File: src/rtl/ext_pkg.sv
// Shared types and constants for the sign/zero-extension arbiter slice.
package ext_pkg;
  typedef enum logic {EXT_B8 = 1'b0, EXT_FULL = 1'b1} ext_len_e;
  typedef enum logic {EXT_ZERO = 1'b0, EXT_SIGN = 1'b1} ext_mode_e;
  localparam int EXT_BYTE_W = 8;
endpackage

File: src/rtl/ext_unit.sv
// Combinational N-to-M bit sign/zero extender with an optional byte-only mode.
module ext_unit import ext_pkg::*; #(
  parameter int N = 16,
  parameter int M = 32
) (
  input  logic [N-1:0] i_data,
  input  logic         i_sign,
  input  logic         i_len,
  output logic [M-1:0] o_data
);

  logic w_sbit;
  logic w_fill;

  always_comb begin
    w_sbit = (i_len == EXT_FULL) ? i_data[N-1] : i_data[EXT_BYTE_W-1];
    w_fill = (i_sign == EXT_SIGN) && w_sbit;
    o_data = {M{w_fill}};
    // Byte mode drops the operand's upper bits entirely.
    if (i_len == EXT_FULL) o_data[N-1:0] = i_data;
    else                   o_data[EXT_BYTE_W-1:0] = i_data[EXT_BYTE_W-1:0];
  end

endmodule

File: src/rtl/ext_arbiter.sv
// Round-robin shared extension datapath: one grant per cycle, registered result
// returned with the winning requester's ID over a valid/ready channel.
module ext_arbiter import ext_pkg::*; #(
  parameter int N    = 16,
  parameter int M    = 32,
  parameter int NREQ = 2,
  localparam int IDW = $clog2(NREQ)
) (
  input  logic              clk,
  input  logic              rst_n,
  input  logic [NREQ-1:0]   req_valid,
  output logic [NREQ-1:0]   req_ready,
  input  logic [NREQ*N-1:0] req_data,
  input  logic [NREQ-1:0]   req_signed,
  input  logic [NREQ-1:0]   req_len,
  output logic              out_valid,
  input  logic              out_ready,
  output logic [M-1:0]      out_data,
  output logic [IDW-1:0]    out_id
);

  if (N < 8) begin : g_chk_n
    $fatal(1, "ext_arbiter: N must be >= 8");
  end
  if (M < N) begin : g_chk_m
    $fatal(1, "ext_arbiter: M must be >= N");
  end
  if (NREQ < 2) begin : g_chk_nreq
    $fatal(1, "ext_arbiter: NREQ must be >= 2");
  end

  logic           r_out_valid;
  logic [M-1:0]   r_out_data;
  logic [IDW-1:0] r_out_id;
  logic [IDW-1:0] r_rr_ptr;

  logic           w_can_accept;
  logic           w_found;
  logic           w_accept;
  logic [IDW-1:0] w_gnt;
  int             w_dist;
  int             w_best;
  logic [N-1:0]   w_gnt_data;
  logic           w_gnt_sign;
  logic           w_gnt_len;
  logic [M-1:0]   w_ext;

  // Gating with rst_n keeps req_ready low while the block is held in reset.
  assign w_can_accept = rst_n && (!r_out_valid || out_ready);

  // Pick the valid requester closest to rr_ptr going upward with wrap.
  always_comb begin
    w_found = 1'b0;
    w_gnt   = '0;
    w_dist  = 0;
    w_best  = NREQ;
    for (int i = 0; i < NREQ; i++) begin
      if (req_valid[i]) begin
        w_dist = (i >= int'(r_rr_ptr)) ? (i - int'(r_rr_ptr)) : (i + NREQ - int'(r_rr_ptr));
        if (w_dist < w_best) begin
          w_best  = w_dist;
          w_gnt   = i[IDW-1:0];
          w_found = 1'b1;
        end
      end
    end
  end

  always_comb begin
    w_gnt_data = '0;
    w_gnt_sign = 1'b0;
    w_gnt_len  = 1'b0;
    for (int i = 0; i < NREQ; i++) begin
      if (i[IDW-1:0] == w_gnt) begin
        w_gnt_data = req_data[i*N +: N];
        w_gnt_sign = req_signed[i];
        w_gnt_len  = req_len[i];
      end
    end
  end

  assign w_accept = w_found && w_can_accept;

  always_comb begin
    req_ready = '0;
    if (w_accept) req_ready[w_gnt] = 1'b1;
  end

  ext_unit #(.N(N), .M(M)) u_ext (
    .i_data (w_gnt_data),
    .i_sign (w_gnt_sign),
    .i_len  (w_gnt_len),
    .o_data (w_ext)
  );

  always_ff @(posedge clk or negedge rst_n) begin
    if (!rst_n) begin
      r_out_valid <= 1'b0;
      r_out_data  <= '0;
      r_out_id    <= '0;
      r_rr_ptr    <= '0;
    end else if (w_accept) begin
      r_out_valid <= 1'b1;
      r_out_data  <= w_ext;
      r_out_id    <= w_gnt;
      r_rr_ptr    <= (w_gnt == IDW'(NREQ-1)) ? '0 : (w_gnt + IDW'(1));
    end else if (out_ready) begin
      r_out_valid <= 1'b0;
    end
  end

  assign out_valid = r_out_valid;
  assign out_data  = r_out_data;
  assign out_id    = r_out_id;

endmodule

File: config.mk
export PLATFORM = sky130hd
export DESIGN_NAME = ext_arbiter
export DESIGN_NICKNAME = d
export VERILOG_FILES = /design/src/rtl/ext_pkg.sv /design/src/rtl/ext_unit.sv /design/src/rtl/ext_arbiter.sv
export SDC_FILE = /design/constraint.sdc
export NUM_CORES = 1
export LEC_CHECK = 0
export ABC_AREA = 1
export BUFFER_PORTS_ARGS = -buffer_cell sky130_fd_sc_hd__buf_2
export CAP_MARGIN = 20
export CORE_AREA = 3 3 62 64
export CTS_BUF_LIST = sky130_fd_sc_hd__clkbuf_8 sky130_fd_sc_hd__clkbuf_16
export DETAILED_ROUTE_END_ITERATION = 16
export DIE_AREA = 0 0 65 67
export GPL_ROUTABILITY_DRIVEN = 1
export GPL_TIMING_DRIVEN = 0
export PLACE_DENSITY = 0.68
export SYNTH_ARGS = -nofsm -noshare
export SYNTH_HDL_FRONTEND = slang
export SYNTH_SLANG_ARGS = --single-unit
File: constraint.sdc
create_clock -name clk -period 1.4 [get_ports clk]
set_input_delay 0 -clock clk [delete_from_list [all_inputs] [get_ports clk]]
set_output_delay 0 -clock clk [all_outputs]
set_load 0.05 [all_outputs]
---- Yosys cells after proc, flatten, opt, wreduce, memory -nomap -nowiden ----
Cells that the tools add are included.
cells by class
  magnitude comparators ................... 5
  add/subtract/negate cells ............... 4
  muxes and demuxes ....................... 20
  reductions and logical operators ........ 7
operators with widths
  operator               number
  $mux W32               3
  $lt A2 B32 Y1          1
  $lt A32 B3 Y1 const B  1
  $mux W16               1
  $mux W1                13
  $mux W8                1
  $logic_and A1 B1 Y1    4
  $sub A1 B1 Y2 const A  2
  $sub A2 B1 Y3 const A  1
  $lt A1 B2 Y1 const B   1
  $mux W2                1
  $reduce_bool A2 Y1     1
  $add A1 B1 Y1 const B  1
  $demux W1 S1           1
  $ge A1 B1 Y1 const A   1
  $ge A1 B1 Y1 const B   1
  $logic_not A1 Y1       1
  $logic_or A1 B1 Y1     1
storage, ports and cells
  input port bits ......................... 41
  flip-flop bits (word level) ............. 20
  output and inout bits ................... 36
  logic and storage cells ................. 40

---- Longest topological paths before layout ----
Gate-level depths: netlist of the first run.
  word-level depth ........................ 13
  gate-level depth with buffers ........... 10
  mapped depth without buffers ............ 9

---- Hierarchy ----
Synthesis of the first run repeated with hierarchy kept, for this count alone.
unflattened totals
  cell total of the unflattened synthesis .. 264
  area total of the unflattened synthesis .. 2004.4 µm²
modules (own cells, without submodules)
  module       area an instance (µm²)  sequential area each (µm²)  instances  cells each
  ext_arbiter  1707.9                  875.8                       1          218
  ext_unit     296.5                   0.0                         1          46

---- Worst setup path before layout of the first run ----
No wires, ideal clock.
  path type ............................... register to register
  from .................................... register r_out_valid (netlist: out_valid)
  to ...................................... register r_out_data[0] (netlist: out_data[0])
  buffers on the path ..................... 1
  setup time .............................. 0.125 ns
  data arrival time ....................... 1.480 ns
  slack ................................... -0.206 ns
  cell stages (with the launch flop) ...... 9
  required time ........................... 1.275 ns
  clock period less this slack ............ 1.606 ns
  path through ............................ dfrtp_1 -> inv_1 -> o21ai_4 -> nor2_2 -> buf_6 -> nand2_1 -> inv_2 -> nand2_1 -> nand3_1
between the ends
  word-level cells in the longest chain between the ends .. 4
ends and longest elaborated chain
  what                    RTL line            RTL
  from (decl)             ext_arbiter.sv:32   logic r_out_valid;
  from (signal assigned)  ext_arbiter.sv:98   r_out_valid <= 1'b0;
  from (signal assigned)  ext_arbiter.sv:103  r_out_valid <= 1'b1;
  from (signal assigned)  ext_arbiter.sv:108  r_out_valid <= 1'b0;
  $logic_not A1 Y1        ext_arbiter.sv:49   assign w_can_accept = rst_n && (!r_out_valid || out_ready);
  $logic_or A1 B1 Y1      ext_arbiter.sv:49
  $logic_and A1 B1 Y1     ext_arbiter.sv:49
  $logic_and A1 B1 Y1     ext_arbiter.sv:82   assign w_accept = w_found && w_can_accept;
  to (signal assigned)    ext_arbiter.sv:104  r_out_data <= w_ext;
  to (decl)               ext_arbiter.sv:33   logic [M-1:0] r_out_data;
Every way passes these cells.
A chain may end at the register's enable or synchronous reset.

---- Final worst setup path of the first run ----
  from .................................... register r_out_valid (netlist: out_valid)
  to ...................................... output req_ready[0]
between the ends
  word-level cells in the longest chain between the ends .. 5
ends and longest elaborated chain
  what                 RTL line           RTL
  $logic_not A1 Y1     ext_arbiter.sv:49
  $logic_or A1 B1 Y1   ext_arbiter.sv:49
  $logic_and A1 B1 Y1  ext_arbiter.sv:49
  $logic_and A1 B1 Y1  ext_arbiter.sv:82
  $mux W2              ext_arbiter.sv:86  if (w_accept) req_ready[w_gnt] = 1'b1;
  to (decl)            ext_arbiter.sv:12  output logic [NREQ-1:0] req_ready,
Every way passes these cells.

==> impl_metrics.tcl, run 1 <==
set metrics [dict create \
    critPathMaxFanout 5 \
    fillCellCount 322 \
    critPathBufInv 4 \
    critical_path_arrival_ps 1390 \
    cts_htree_levels 1 \
    cts.sinks 20 \
    die_area_mm2 0.00436 \
    cpLargestDelayFamily "buffers and inverters" \
    wl_per_cell_um 11.5 \
    ys_ff_latch 20 \
    final_hold_viol_count 0 \
    place_congestion 0.782 \
    synth_area_leaders "dfrtp_1 38%, nand2_1 19%, buf_4 9.8%" \
    fin_setup_tns_ps 0 \
    fin_nets 326 \
    cellPowerDensity_mw_per_mm2 1340 \
    diodes 0 \
    io_buffers 76 \
    yosys.area.top_type_share_pct 38.5 \
    die_h_um 67 \
    status "complete, no violations" \
    antenna_left 0 \
    syn-instance-count 180 \
    cp_slowest_cell "dfrtp_2" \
    ys_types 20 \
    p_leak_uw 0.00122 \
    critPathMaxStageDelay_ps 420 \
    synth_area_mm2 0.00130 \
    dp_hpwl_mm 2.53 \
    stdcell_area_mm2 0.00206 \
    ys_seq_area_share_pct 38.5 \
    worstSkewPairLatency_ps 260 \
    antenna_found_initial 0 \
    period_needed_ps 1390 \
    routed_wl_mm 3.80 \
    grtUsageTotal_pct 17.1 \
    worst_clock_skew_ps 4.03 \
    grt_pass1_wl_mm 5.75 \
    endpoint_kind "output port" \
    crit_chain "inv_2 -> o21ai_4 -> nor2_4 -> buf_6 -> nand2_4 -> inv_4 -> buf_8" \
    gr-total-overflow 0 \
    period_share_pct 98.9 \
    cts_root_buffer "clkbuf_8" \
    rows 21 \
    ioPinCount 77 \
    grt_max_degree 21 \
    drt_iter0_drc 44 \
    die_x_um 65 \
    max_slew_margin_pct 37.5 \
    hold_ws_ps 130 \
    hold_path.class "in -> reg" \
    total_power_uw 2750 \
    cts_tree "done" \
    dr.pass1.iters 4 \
    synthesis.nets 221 \
    drt-vias-per-instance 4.48 \
    start_util_pct 39.0 \
    drc 0 \
    final_common_cell "buf_2" \
    area_delta_synth_final_pct 58.2 \
    max-cap-violations 0 \
    clk_pin_slew_ps 80 \
    placed_cell_area_mm2 0.00174 \
    cp.required_ps 1400 \
    cts_buffer_depth 2 \
    slew_viol_final 0 \
    layout_common_cells "75 x buf_2, 66 x nand2_1, 25 x buf_4" \
    synth_top_cell_by_area "dfrtp_1" \
    final_core_util_pct 61.7 \
    worstMarginPinSlew_ps 934 \
    drive_above_1_share_pct 47.5 \
    numCtsBuffers 3 \
    setup_viol 0 \
    avgSynthCellArea_um2 7.23 \
    worstSetupPathType "reg -> out" \
    vias 1477 \
    fmax_mhz 722 \
    critPathLaunchType "flip-flop" \
    ir_worst_vdd_v 0.000575 \
    grt_pass1_vias 1280 \
    design.core.area_mm2 0.00334 \
    ys.warnings.count 0 \
]
flip-flops by register name, summed over array words and instances, names as in the netlist:
name and flops:
out_data 17, r_rr_ptr 1, out_id 1, out_valid 1
kinds of logic after synthesis:
logic type / share of synthesized area, %
flip-flops: 38.5
buffers and inverters: 17.1
AND/OR/NAND/NOR: 41.3
AO/OA/AOI/OAI: 3.08
worst min-delay path, delay by kind of cell:
family | cells | cell delay [ps]
buf+inv | 1 | 70
simple gates | 6 | 280
metrics by stage:
step / setup WS [ps] / std cells
2_1_floorplan: 11.2 / 180
3_3_place_gp: 40.6 / 302
3_5_place_dp: 36.8 / 302
4_1_cts: 8.06 / 326
5_1_grt: -37.1 / 330
6_report: 15.0 / 330
final timing paths:
kind / start / end / slack (ps) / depth (start not counted)
min in group asynchronous: rst_n / out_data[3]$_DFFE_PN0P_ / 480 / 2
setup / recovery: out_valid$_DFFE_PN0P_ / req_ready[0] / 10 / 7
max in group asynchronous: rst_n / out_data[16]$_DFFE_PN0P_ / 290 / 2
hold / removal: req_data[9] / out_data[9]$_DFFE_PN0P_ / 130 / 7
hold reg to reg: out_data[7]$_DFFE_PN0P_ / out_data[7]$_DFFE_PN0P_ / 480 / 2
setup reg to reg: out_valid$_DFFE_PN0P_ / out_data[4]$_DFFE_PN0P_ / 70 / 8
area by class of cell:
type | count | area (µm²) | area share [%]
buffer | 21 | 169 | 8.21
clock buffer | 4 | 55.1 | 2.67
inverter | 15 | 58.8 | 2.86
multi-input combinational | 124 | 601 | 29.2
sequential | 20 | 503 | 24.4
tap | 46 | 57.6 | 2.80
timing repair buffer | 100 | 614 | 29.8
layer usage:
| metal | track usage, % | wire [µm] |
|---|---|---|
| met1 | 20.3 | 1440 |
| met5 | 0 | 0 |
| met2 | 29.0 | 1940 |
| met3 | 3.04 | 293 |
| met4 | 9.50 | 118 |
power breakdown:
group / internal [µW] / switching, µW / leakage, µW
clock network: 251 / 199 / 0.0000288
logic: 474 / 1060 / 0.000958
registers: 695 / 72.0 / 0.000238
cells in the mapped netlist (all sizes together):
cell type / n
inv: 15
nand2: 72
nor2: 21
or2: 8
dfrtp: 20
buf: 21
o21ai: 5
nand3: 18
what timing repair did:
| item | in CTS | in global routing |
|---|---|---|
| gates resized for setup | 7 | 7 |
| cloned | 0 | 1 |
| endpoints found under the hold margin | 28 | 0 |
| hold buffers | 16 | 0 |
| buffers inserted | 4 | 3 |
| pin swaps | 2 | 5 |
| setup endpoints to repair | 2 | 35 |
Power figures use the tool's default switching activity.
==> run 2: changes to the inputs <==
--- a/config.mk
+++ b/config.mk
@@ -8,13 +8,12 @@
 export ABC_AREA = 1
 export BUFFER_PORTS_ARGS = -buffer_cell sky130_fd_sc_hd__buf_2
 export CAP_MARGIN = 20
-export CORE_AREA = 3 3 62 64
+export CORE_AREA = 3 3 60 62
 export CTS_BUF_LIST = sky130_fd_sc_hd__clkbuf_8 sky130_fd_sc_hd__clkbuf_16
 export DETAILED_ROUTE_END_ITERATION = 16
-export DIE_AREA = 0 0 65 67
+export DIE_AREA = 0 0 63 65
 export GPL_ROUTABILITY_DRIVEN = 1
-export GPL_TIMING_DRIVEN = 0
-export PLACE_DENSITY = 0.68
+export PLACE_DENSITY = 0.73
 export SYNTH_ARGS = -nofsm -noshare
 export SYNTH_HDL_FRONTEND = slang
 export SYNTH_SLANG_ARGS = --single-unit
==> run 2 against run 1 <==
  * Utilization up 0.72 points
  * Total power decreased by 0.14%
  * Clock power rose by 30%
  * Die area decreased by 6.0%
  * Final area down 6.7%
  * Sequential share of layout area is 1.7 points higher
  * Clock skew grew 4.5 ps
  * First-iteration DRC count down 18%
  * Clock-buffer cell count shrank 1
  * Via count fell by 8.9%
  * Flip-flop and latch count stayed put
  * Critical endpoint is now req_ready[1]
==> impl_metrics.tcl, run 2 (synthesis results as in run 1) <==
set metrics [dict create \
    status "complete, no violations" \
    period_share_pct 94.0 \
    rows 20 \
    worstSetupPathType "reg -> out" \
    io_buffers 76 \
    cp.required_ps 1400 \
    layout_common_cells "74 x buf_2, 65 x nand2_1, 19 x dfrtp_1" \
    total_power_uw 2740 \
    cts_htree_levels 1 \
    max_slew_margin_pct 76.0 \
    critPathMaxFanout 4 \
    grtUsageTotal_pct 16.9 \
    cellPowerDensity_mw_per_mm2 1430 \
    drt_iter0_drc 36 \
    crit_top_cell "buf_4" \
    fmax_mhz 760 \
    grt_pass1_wl_mm 5.60 \
    start_util_pct 42.3 \
    drc 0 \
    routed_wl_mm 3.45 \
    drive_above_1_share_pct 43.4 \
    slew_viol_final 0 \
    period_needed_ps 1320 \
    hold_path.class "in -> reg" \
    fillCellCount 296 \
    critPathMaxStageDelay_ps 410 \
    gr-total-overflow 0 \
    dp_hpwl_mm 2.26 \
    r2r_start "out_valid$_DFFE_PN0P_" \
    hold_ws_ps 87.6 \
    max-cap-violations 0 \
    dr.pass1.iters 4 \
    wl_per_cell_um 11.2 \
    place_congestion 0.771 \
    cp_slowest_cell "dfrtp_2" \
    grt_pass1_vias 1220 \
    ir_worst_vdd_v 0.000684 \
    antenna_left 0 \
    diodes 0 \
    clk_pin_slew_ps 80 \
    die_x_um 63 \
    fin_nets 307 \
    worstMarginPinSlew_ps 359 \
    ioPinCount 77 \
    startpoint "out_valid$_DFFE_PN0P_" \
    stdcell_area_mm2 0.00192 \
    design.core.area_mm2 0.00308 \
    final_hold_viol_count 0 \
    placed_cell_area_mm2 0.00162 \
    die_h_um 65 \
    antenna_found_initial 0 \
    cts.sinks 20 \
    cts_tree "done" \
    hold_path_startpoint "req_data[7]" \
    final_common_cell "buf_2" \
    endpoint_kind "output port" \
    die_area_mm2 0.00410 \
    cts_buffer_depth 2 \
    vias 1346 \
    critPathLaunchType "flip-flop" \
    cts_root_buffer "clkbuf_8" \
    crit_chain "inv_2 -> o21ai_4 -> buf_4 -> nor2_4 -> buf_4" \
    fin_ws_ps 84.1 \
    worst_clock_skew_ps 8.57 \
    critical_path_arrival_ps 1320 \
    grt_max_degree 21 \
    final_core_util_pct 62.4 \
    worstSkewPairLatency_ps 260 \
    largest_register_ffs 17 \
    numCtsBuffers 3 \
    area_delta_synth_final_pct 47.6 \
    place_worst_setup_slack_ps 60.5 \
    setup_viol 0 \
    drt-vias-per-instance 4.36 \
    p_leak_uw 0.00113 \
]
## run 2: cell count changes in the layout (fill, tap and decap cells not counted), moves of 2 or more
cell / delta
buf_6: -2
nand2_2: +3
nand2_4: -2
buf_4: -16
## run 2: layout make-up
class	count	area (µm²)	share of cell area [%]
tap	44	55.1	2.87
clock inverter	1	30.0	1.56
sequential	20	502	26.1
timing repair buffer	102	641	33.4
clock buffer	3	41.3	2.15
multi-input combinational	124	593	30.9
inverter	15	58.8	3.06
## run 2: path summary, 6_finish.rpt
path                                                 end  slack [ps]  cells past startpoint
worst min-delay path             out_data[7]$_DFFE_PN0P_          90                      5
min in group asynchronous       out_data[16]$_DFFE_PN0P_         290                      3
worst max register to register  out_data[11]$_DFFE_PN0P_         120                      7
worst min register to register   out_data[7]$_DFFE_PN0P_         480                      2
worst max-delay path                        req_ready[1]          80                      5
max in group asynchronous          out_valid$_DFFE_PN0P_         890                      3
## run 2: through the flow
step | cells | TNS (ps)
after floorplan | 180 | 0
after global placement | 283 | 0
after detailed placement | 283 | 0
after CTS | 303 | 0
after global routing | 309 | -1.18
final | 309 | 0
## run 2: per-layer routing
metal,vias to the layer above,GRT usage (%),wire length [µm]
met2,55,29.8,1670
li1,698,-,-
met1,591,20.6,1490
met3,2,5.03,275
met5,-,0,0
met4,0,2.48,11
## run 2: power breakdown
group | switching, µW | internal [µW] | total, µW
clock network | 202 | 382 | 584
logic | 1030 | 373 | 1400
registers | 66.9 | 693 | 760
## run 2: timing repair
item,4_1_cts,5_1_grt
setup buffers,0,6
hold buffers,16,0
resized for setup,4,5
hold endpoints to repair,28,0
setup endpoints to repair,2,7
pin swaps,0,2
## run 2: critical path, delay by kind of cell (launching register included)
kind / cells / cell delay, ps
AND/OR/NAND/NOR: 1 / 140
flip-flops: 1 / 410
buffers and inverters: 3 / 440
AO/OA/AOI/OAI: 1 / 70
==> run 3: changes to the inputs <==
--- a/config.mk
+++ b/config.mk
@@ -8,10 +8,10 @@
 export ABC_AREA = 1
 export BUFFER_PORTS_ARGS = -buffer_cell sky130_fd_sc_hd__buf_2
 export CAP_MARGIN = 20
-export CORE_AREA = 3 3 60 62
+export CORE_AREA = 2 2 59 61
 export CTS_BUF_LIST = sky130_fd_sc_hd__clkbuf_8 sky130_fd_sc_hd__clkbuf_16
 export DETAILED_ROUTE_END_ITERATION = 16
-export DIE_AREA = 0 0 63 65
+export DIE_AREA = 0 0 61 63
 export GPL_ROUTABILITY_DRIVEN = 1
 export PLACE_DENSITY = 0.73
 export SYNTH_ARGS = -nofsm -noshare
==> run 3 against run 2 <==
  * Clock power grew 2%
  * Utilization shrank 1.9 points
  * Maximum frequency shrank 3.8%
  * Wire length grew 9.1%
  * First-iteration DRC count grew 19%
  * Critical path depth is the same
  * Via count grew 5.2%
  * Die area shrank 6.2%
  * Worst setup slack lost 52 ps
  * Worst hold slack gained 14 ps
  * Global-route usage grew 3.0 points
  * Largest cell class unchanged
==> impl_metrics.tcl, run 3 (synthesis results as in run 1) <==
set metrics [dict create \
    status "complete, no violations" \
    worstSkewPairLatency_ps 270 \
    fin_ws_ps 32.1 \
    stdcell_area_mm2 0.00195 \
    ioPinCount 77 \
    cts.sinks 20 \
    diodes 0 \
    fillCellCount 296 \
    period_needed_ps 1370 \
    hold_path_startpoint "req_data[7]" \
    cts_root_buffer "clkbuf_8" \
    worstSetupPathType "reg -> out" \
    design.core.area_mm2 0.00323 \
    worst_clock_skew_ps 7.58 \
    rows 21 \
    drc 0 \
    period_share_pct 97.7 \
    hold_depth 5 \
    crit_chain "inv_2 -> nand2_4 -> nand2_2 -> nor2_4 -> clkbuf_4" \
    final_hold_viol_count 0 \
    antenna_found_initial 0 \
    max-cap-violations 0 \
    hold-path-endpoint "out_data[7]$_DFFE_PN0P_" \
    regToRegSetupSlack_ps 90 \
    fin_nets 311 \
    drive_above_1_share_pct 44.6 \
    r2r-end "out_data[15]$_DFFE_PN0P_" \
    io_buffers 76 \
    critPathMaxFanout 7 \
    cp.required_ps 1400 \
    placed_cell_area_mm2 0.00161 \
    cellPowerDensity_mw_per_mm2 1420 \
    p_leak_uw 0.00115 \
    fmax_mhz 731 \
    dp_hpwl_mm 2.35 \
    routed_wl_mm 3.77 \
    hold_ws_ps 101 \
    antenna_left 0 \
    critical_path_arrival_ps 1370 \
    numCtsBuffers 3 \
    ir_worst_vdd_v 0.000670 \
    vias 1416 \
    cts_htree_levels 1 \
    critPathLaunchType "flip-flop" \
    cts_buffer_depth 2 \
    cpLargestDelayFamily "simple AND/OR/NAND/NOR gates" \
    area_delta_synth_final_pct 50.2 \
    die_h_um 63 \
    cts_tree "done" \
    drt_iter0_drc 43 \
    clk_pin_slew_ps 80 \
    placed_cells 286 \
    worstMarginPinSlew_ps 345 \
    hold_path.class "in -> reg" \
    grt_pass1_vias 1284 \
    critPathMaxStageDelay_ps 350 \
    start_util_pct 40.3 \
    drt-vias-per-instance 4.50 \
    grtUsageTotal_pct 19.8 \
    place_worst_setup_slack_ps 50.0 \
    layout_common_cells "75 x buf_2, 65 x nand2_1, 19 x dfrtp_1" \
    r2r_cells 9 \
    cp_num_cells 5 \
    critPathBufInv 2 \
    grt_pass1_wl_mm 5.70 \
    die_x_um 61 \
    slew_viol_final 0 \
    setup_viol 0 \
    r2r_start "r_rr_ptr$_DFFE_PN0P_" \
    cp_slowest_cell "dfrtp_1" \
    largest_register_ffs 17 \
    wl_per_cell_um 12.0 \
    final_common_cell "buf_2" \
    dr.pass1.iters 4 \
    grt_max_degree 21 \
    place_congestion 0.751 \
    fin_cells 315 \
    die_area_mm2 0.00384 \
    max_slew_margin_pct 77.0 \
    gr-total-overflow 0 \
    endpoint_kind "output port" \
]
run 3: timing repair:
| item | in CTS | in global routing |
|---|---|---|
| pin swaps | 0 | 3 |
| hold endpoints to repair | 28 | 0 |
| gates resized for setup | 4 | 9 |
| buffers inserted | 0 | 7 |
| endpoints found under the setup margin | 2 | 10 |
| gates cloned | 0 | 2 |
| hold buffers | 16 | 0 |
run 3: power breakdown:
part	switching [µW]	leakage, µW	internal, µW
clock	215	0.0000357	382
combinational	1040	0.000870	382
sequential	68.4	0.000239	693
run 3: worst max path at each step:
stage | to | slack, ps | from
after floorplan | out_data[10]$_DFFE_PN0P_ | 10 | out_valid$_DFFE_PN0P_
after global placement | out_data[15]$_DFFE_PN0P_ | 120 | out_valid$_DFFE_PN0P_
after detailed placement | out_data[15]$_DFFE_PN0P_ | 50 | r_rr_ptr$_DFFE_PN0P_
after CTS | req_ready[1] | 30 | r_rr_ptr$_DFFE_PN0P_
after global routing | req_ready[1] | -20 | r_rr_ptr$_DFFE_PN0P_
final | req_ready[1] | 30 | r_rr_ptr$_DFFE_PN0P_
run 3: tightest hold or removal path, stage by stage:
cell	delay [ps]
buf_2	80
nand2_1	60
nand2_2	90
nand2_1	60
nand2_1	60
run 3: area by class of cell:
class / count / area [µm²] / area share, %
clock buffer: 3 / 41.3 / 2.11
timing repair buffer: 105 / 656 / 33.5
clock inverter: 1 / 30.0 / 1.54
sequential: 20 / 502 / 25.7
multi-input combinational: 125 / 609 / 31.2
tap: 46 / 57.6 / 2.94
inverter: 15 / 58.8 / 3.01
run 3: stage by stage:
stage / utilization (%) / TNS (ps) / power (µW)
floorplan: - / 0 / 1890
global placement: 49.9 / 0 / 2080
detailed placement: 49.9 / 0 / 2100
CTS: 57.6 / 0 / 2730
global route: 60.5 / -16.5 / 2930
finish: 60.5 / 0 / 2780
run 3: per-layer routing:
layer / wire length (µm) / vias to the layer above / GRT usage, %
met3: 187 / 10 / 2.28
li1: - / 710 / -
met2: 1960 / 65 / 34.0
met5: 0 / - / 0
met4: 112 / 0 / 11.1
met1: 1500 / 631 / 22.9
